File: config.mk
export PLATFORM = sky130hd
export DESIGN_NAME = fpc_enc_stream
export DESIGN_NICKNAME = d
export VERILOG_FILES = /design/src/rtl/fpc_pkg.sv /design/src/rtl/fpc_enc4.sv /design/src/rtl/fpc_enc_stream.sv
export SDC_FILE = /design/constraint.sdc
export NUM_CORES = 1
export LEC_CHECK = 0
export ABC_AREA = 0
export CAP_MARGIN = 20
export CORE_ASPECT_RATIO = 0.6
export CORE_MARGIN = 2
export CORE_UTILIZATION = 48
export CTS_CLUSTER_DIAMETER = 40
export DETAILED_ROUTE_END_ITERATION = 10
export PLACE_DENSITY = 0.82
export SKIP_CTS_REPAIR_TIMING = 1
export SYNTH_ARGS = -nofsm -noshare
export SYNTH_HDL_FRONTEND = slang
export SYNTH_SLANG_ARGS = --single-unit
File: constraint.sdc
create_clock -name clk -period 1.6 [get_ports clk]
set_clock_uncertainty 0.1 [all_clocks]
set_input_delay 0.32 -clock clk [delete_from_list [all_inputs] [get_ports clk]]
set_output_delay 0.32 -clock clk [all_outputs]
set_load 0.02 [all_outputs]
File: src/rtl/fpc_pkg.sv
// Forbidden-pattern-code (FPC) constants and 4b<->5b code tables, shared by encode and decode sides.
// Latency: n/a (constants and pure combinational helper functions).
// Backpressure: n/a.
package fpc_pkg;

  localparam int FPC_IN_W   = 4;
  localparam int FPC_CODE_W = 5;

  // Entry n is the codeword for nibble n. No codeword contains 010 or 101,
  // so adjacent wires never switch in opposite directions within a code.
  localparam logic [15:0][FPC_CODE_W-1:0] FPC_ENC_TBL = {
    5'b11111,  // F
    5'b11110,  // E
    5'b11001,  // D
    5'b11100,  // C
    5'b10011,  // B
    5'b11000,  // A
    5'b10001,  // 9
    5'b10000,  // 8
    5'b01111,  // 7
    5'b01110,  // 6
    5'b00111,  // 5
    5'b01100,  // 4
    5'b00011,  // 3
    5'b00110,  // 2
    5'b00001,  // 1
    5'b00000   // 0
  };

  // Encode one nibble into its codeword.
  function automatic logic [FPC_CODE_W-1:0] fpc_encode(input logic [FPC_IN_W-1:0] nib);
    return FPC_ENC_TBL[nib];
  endfunction

  // Decode one codeword back to its nibble; codes outside the table decode to 0.
  function automatic logic [FPC_IN_W-1:0] fpc_decode(input logic [FPC_CODE_W-1:0] code);
    logic [FPC_IN_W-1:0] nib;
    nib = '0;
    for (int n = 0; n < 16; n++) begin
      if (FPC_ENC_TBL[n] == code) nib = FPC_IN_W'(n);
    end
    return nib;
  endfunction

endpackage

File: src/rtl/fpc_enc4.sv
// 4-bit nibble to 5-bit FPC codeword table encoder.
// Latency: purely combinational.
// Backpressure: none; output follows input.
module fpc_enc4
  import fpc_pkg::*;
(
  input  logic [FPC_IN_W-1:0]   i_nib,
  output logic [FPC_CODE_W-1:0] o_code
);

  assign o_code = fpc_encode(i_nib);

endmodule

File: src/rtl/fpc_enc_stream.sv
// Splits DATA_W-bit words into nibbles, FPC-encodes them and streams LANES codes per beat, nibble 0 first.
// Latency: word accepted at edge k gives first beat valid in cycle k+1; BEATS beats per word, zero bubbles back-to-back.
// Backpressure: out_ready low holds the current beat and stalls input; in_ready rises combinationally with out_ready on the last beat.
module fpc_enc_stream
  import fpc_pkg::*;
#(
  parameter int DATA_W = 16,
  parameter int LANES  = 2
) (
  input  logic                         clk,
  input  logic                         rst,
  input  logic [DATA_W-1:0]            in_data,
  input  logic                         in_valid,
  output logic                         in_ready,
  output logic [FPC_CODE_W*LANES-1:0]  out_code,
  output logic                         out_valid,
  input  logic                         out_ready,
  output logic                         out_last,
  output logic                         busy
);

  localparam int GROUPS = DATA_W / FPC_IN_W;
  localparam int BEATS  = (LANES > 0) ? GROUPS / LANES : 1;
  localparam int CNT_W  = (BEATS > 1) ? $clog2(BEATS) : 1;
  localparam int SR_W   = FPC_CODE_W * GROUPS;
  localparam int BEAT_W = FPC_CODE_W * LANES;

  if (LANES < 1 || DATA_W < 4 || (DATA_W % (FPC_IN_W * LANES)) != 0) begin : g_bad_cfg
    $error("fpc_enc_stream: DATA_W must be a non-zero multiple of 4*LANES");
  end

  logic [SR_W-1:0]  w_codes;
  logic [SR_W-1:0]  w_shift_nxt;
  logic             w_last;
  logic             w_accept;
  logic             w_xfer;

  logic [SR_W-1:0]  r_shift;
  logic [CNT_W-1:0] r_cnt;
  logic             r_vld;

  // One table encoder per nibble; the whole word is encoded in parallel at accept time.
  for (genvar g = 0; g < GROUPS; g++) begin : g_enc
    fpc_enc4 u_enc4 (
      .i_nib  (in_data[FPC_IN_W*g +: FPC_IN_W]),
      .o_code (w_codes[FPC_CODE_W*g +: FPC_CODE_W])
    );
  end

  // Next beat moves into the low lanes; a single-beat word has nothing left to shift in.
  if (BEATS > 1) begin : g_shift
    assign w_shift_nxt = {{BEAT_W{1'b0}}, r_shift[SR_W-1:BEAT_W]};
  end else begin : g_noshift
    assign w_shift_nxt = '0;
  end

  assign w_last    = r_vld && (r_cnt == CNT_W'(BEATS - 1));
  assign in_ready  = !rst && (!r_vld || (out_ready && w_last));
  assign w_accept  = in_valid && in_ready;
  assign w_xfer    = r_vld && out_ready;

  assign out_code  = r_shift[BEAT_W-1:0];
  assign out_valid = r_vld;
  assign out_last  = w_last;
  assign busy      = r_vld;

  // Load a fresh word, advance to the next beat on transfer, or retire the word after its last beat.
  always_ff @(posedge clk or posedge rst) begin
    if (rst) begin
      r_shift <= '0;
      r_cnt   <= '0;
      r_vld   <= 1'b0;
    end else if (w_accept) begin
      r_shift <= w_codes;
      r_cnt   <= '0;
      r_vld   <= 1'b1;
    end else if (w_xfer) begin
      r_shift <= w_shift_nxt;
      if (w_last) begin
        r_cnt <= '0;
        r_vld <= 1'b0;
      end else begin
        r_cnt <= r_cnt + CNT_W'(1);
      end
    end
  end

endmodule
==> qor.yml <==
synthesis:
  synth_xor_area_share_pct: 0.6512
  postSynthAreaPerCell_sq_um: 9.818
  syn_inst: 137
  yosysWarnings: 0
  ys_seq_area_share_pct: 40.93
  synth_seq_cells: 22
  synth_adder_area_share_pct: 0
  synthArstFlopShare_pct: 100.0
  synth_compound_area_share_pct: 23.72
  synth.net_count: 157
  muxShareOfSynthArea_pct: 12.28
  synth_cell_type_count: 35
  synth-simple-area-share_pct: 11.26
  synth_top_family_by_area: "compound AO/OA/AOI/OAI gates"
  ys.flop_type: "dfrtp_1"
  synth-edff-count: 0
  syn_area_sq_um: 1345
critical_path:
  worst_r2r_path_depth: 5
  path_depth: 5
  crit_path_start_kind: "register"
  cpLargestDelayFamily: "compound AO/OA/AOI/OAI gates"
  r2r-end: "r_shift[18]"
  crit_fanout: 13
  cp_slowest_cell: "dfrtp_1"
  r2r_slack_ps: 60
  r2r_start: "busy"
  max_stage_delay_ps: 380
  worstPathArrival_ps: 1610
  path_cells: "buf_4 -> a21bo_4 -> nand3_4 -> buf_12 -> o31ai_1"
  cp-end-kind: "register"
  critical_path_class: "reg2reg"
  crit_path_start: "busy"
  cp_num_buf_inv: 2
  cp.required_ps: 1660
finish:
  antenna_cells: 0
  drive_above_1_share_pct: 20.34
  final_util_pct: 73.18
  fin_nets: 198
  regArea_sq_um: 550.5
  area_growth_pct: 40.09
  multiInputGateArea_sq_um: 660.6
  fillers: 176
placement:
  gp_congestion: 0.8362
  post-dp-hpwl_mm: 2.405
  port_buffers: 33
power_and_ir_drop:
  irDropWorstVdd_mv: 0.6040
  p_seq_share_pct: 31.8
  clockPowerShare_pct: 18.3
  p_sw_share_pct: 36.44
  leakagePower_uw: 0.001032
  cellPowerDensity_nw_per_um2: 1544
  power_frac_comb_pct: 49.9
  p_int_uw: 1850
  switchingPower_uw: 1060
  total_power_uw: 2910
detailed_routing:
  wirelength_mm: 3.219
  post_drt_via_cell_ratio: 5.718
  post-route-drc-count: 0
  drtPass1Iterations: 4
  ant_nets: 0
  via_count: 1195
  drt_iter0_markers: 66
  post_drt_wl_per_cell_microns: 15.40
clock_network:
  worstSkewPairLatency_ps: 270
  cts_tree: "yes"
  clk_pin_slew_ps: 80
  cts_num_sinks: 22
  htree_levels: 1
  ctsRootBufferMaster: "clkbuf_8"
  cts_made_buffers: 3
  cts_max_path_buffers: 2
sta:
  period_needed_ps: 1545
  finalSetupViolCount: 0
  tightest_slew_ps: 388.3
  hold_viol: 0
  post-route-period-util_pct: 96.55
  slew_violations: 0
  tns_ps: 0
  whs_ps: 434.0
  slew_headroom_pct: 73.79
  max_freq_mhz: 647.3
worst_hold_path:
  worstHoldStart: "r_shift[15]"
  min_path_type: "reg2reg"
  holdPathStages: 2
  min_to: "r_shift[15]"
grt:
  grt_overflow: 0
  antenna_found_initial: 0
  grt_use_met1_pct: 28.73
  grt-busiest-layer: "met2"
  met3_usage_pct: 4.688
  grt_max_degree: 14
  grt_pass1_vias: 1105
  use_met2_pct: 36.51
  grt_pass1_wl_mm: 5.237
  grtUsageTotal_pct: 21.89
die:
  ios: 34
  start_util_pct: 52.24
  fp.dieW_microns: 72.34
  die_y_microns: 45.01
  num_rows: 14
  dieArea_sq_um: 3256
  design.core.area_sq_um: 2575
run_status:
  status: "finished, final reports clean"
flow_run:
  cap_violations: 0
## sequential cells by signal, indices dropped and copies added, names as in the netlist
name,cells
r_shift,20
busy,1
r_cnt,1
## metrics by stage
step	std cells	instance area, sq um	worst slack [ps]
finish	209	1884	55.23
global route	209	1884	-2.951
CTS	206	1819	-428.0
detailed placement	202	1748	-415.0
global placement	202	1748	-430.2
floorplan	137	1345	33.53
## metal layers
layer,wire length [microns],vias up
li1,-,577
met1,1457,583
met2,1571,31
met3,145,4
met4,44,0
met5,0,-
## power by group through the flow
stage | Clock [uW] | Combinational (uW) | Sequential, uW
floorplan | 0 | 985 | 917
global placement | 0 | 1410 | 920
detailed placement | 0 | 1450 | 944
CTS | 538 | 1460 | 934
global route | 571 | 1560 | 951
finish | 532 | 1450 | 926
## Yosys cell counts (2+ instances only)
cell type | number | area share, %
a21boi_0 | 4 | 2.2
a21oi_1 | 10 | 3.7
a311oi_1 | 4 | 2.6
a31oi_1 | 4 | 1.9
and3_1 | 4 | 1.9
buf_2 | 3 | 1.1
buf_4 | 12 | 6.7
dfrtp_1 | 22 | 41
inv_1 | 7 | 2.0
mux2_1 | 2 | 1.7
mux2_2 | 2 | 1.7
mux2i_1 | 12 | 8.9
nand2_1 | 8 | 2.2
nand2b_1 | 3 | 1.4
nand4_1 | 2 | 0.93
nor2_1 | 2 | 0.56
nor2b_1 | 2 | 0.93
o21ai_0 | 9 | 3.3
o21ai_1 | 2 | 0.74
o21bai_1 | 3 | 1.7
o311ai_1 | 3 | 2.0
o31ai_1 | 4 | 2.2
## layout by cell type (no fill, tap or decap), types with 3 or more instances in the layout
cell,synthesis,final
o21ai_0,9,9
a21oi_1,10,10
a311oi_1,4,4
nand2_1,8,8
mux2i_1,12,12
nand2b_1,3,3
inv_1,7,7
buf_4,12,17
o311ai_1,3,3
clkdlybuf4s50_1,0,18
a21boi_0,4,4
a31oi_1,4,4
and3_1,4,4
o21bai_1,3,3
dfrtp_1,22,22
dlymetal6s2s_1,0,13
clkbuf_8,0,3
## worst max-delay path by stage
stage	end	slack (ps)
2_1_floorplan	r_shift[1]	30
3_3_place_gp	in_ready	-430
3_5_place_dp	in_ready	-410
4_1_cts	in_ready	-430
5_1_grt	r_shift[2]	-3
6_report	r_shift[18]	60
## logic make-up (layout without fill, tap and decap cells)
family          Yosys count  in the layout
flops                    22             22
mux                      16             16
compound gates           48             48
xor+xnor                  1              1
simple gates             25             25
buf+inv                  25             65
## cell type report
class | count | area share [%]
sequential | 22 | 29.22
multi-input combinational | 90 | 35.06
inverter | 8 | 1.594
timing repair buffer | 53 | 28.22
tap | 32 | 2.125
clock inverter | 1 | 1.594
clock buffer | 3 | 2.191
## worst register-to-register path, delay by kind of cell, from the launching register on
kind	cells	cell delay [ps]
and+or+nand+nor	1	120
buffers and inverters	2	360
DFF	1	380
AOI/OAI and AO/OA	2	490
Power figures use the tool's default switching activity.
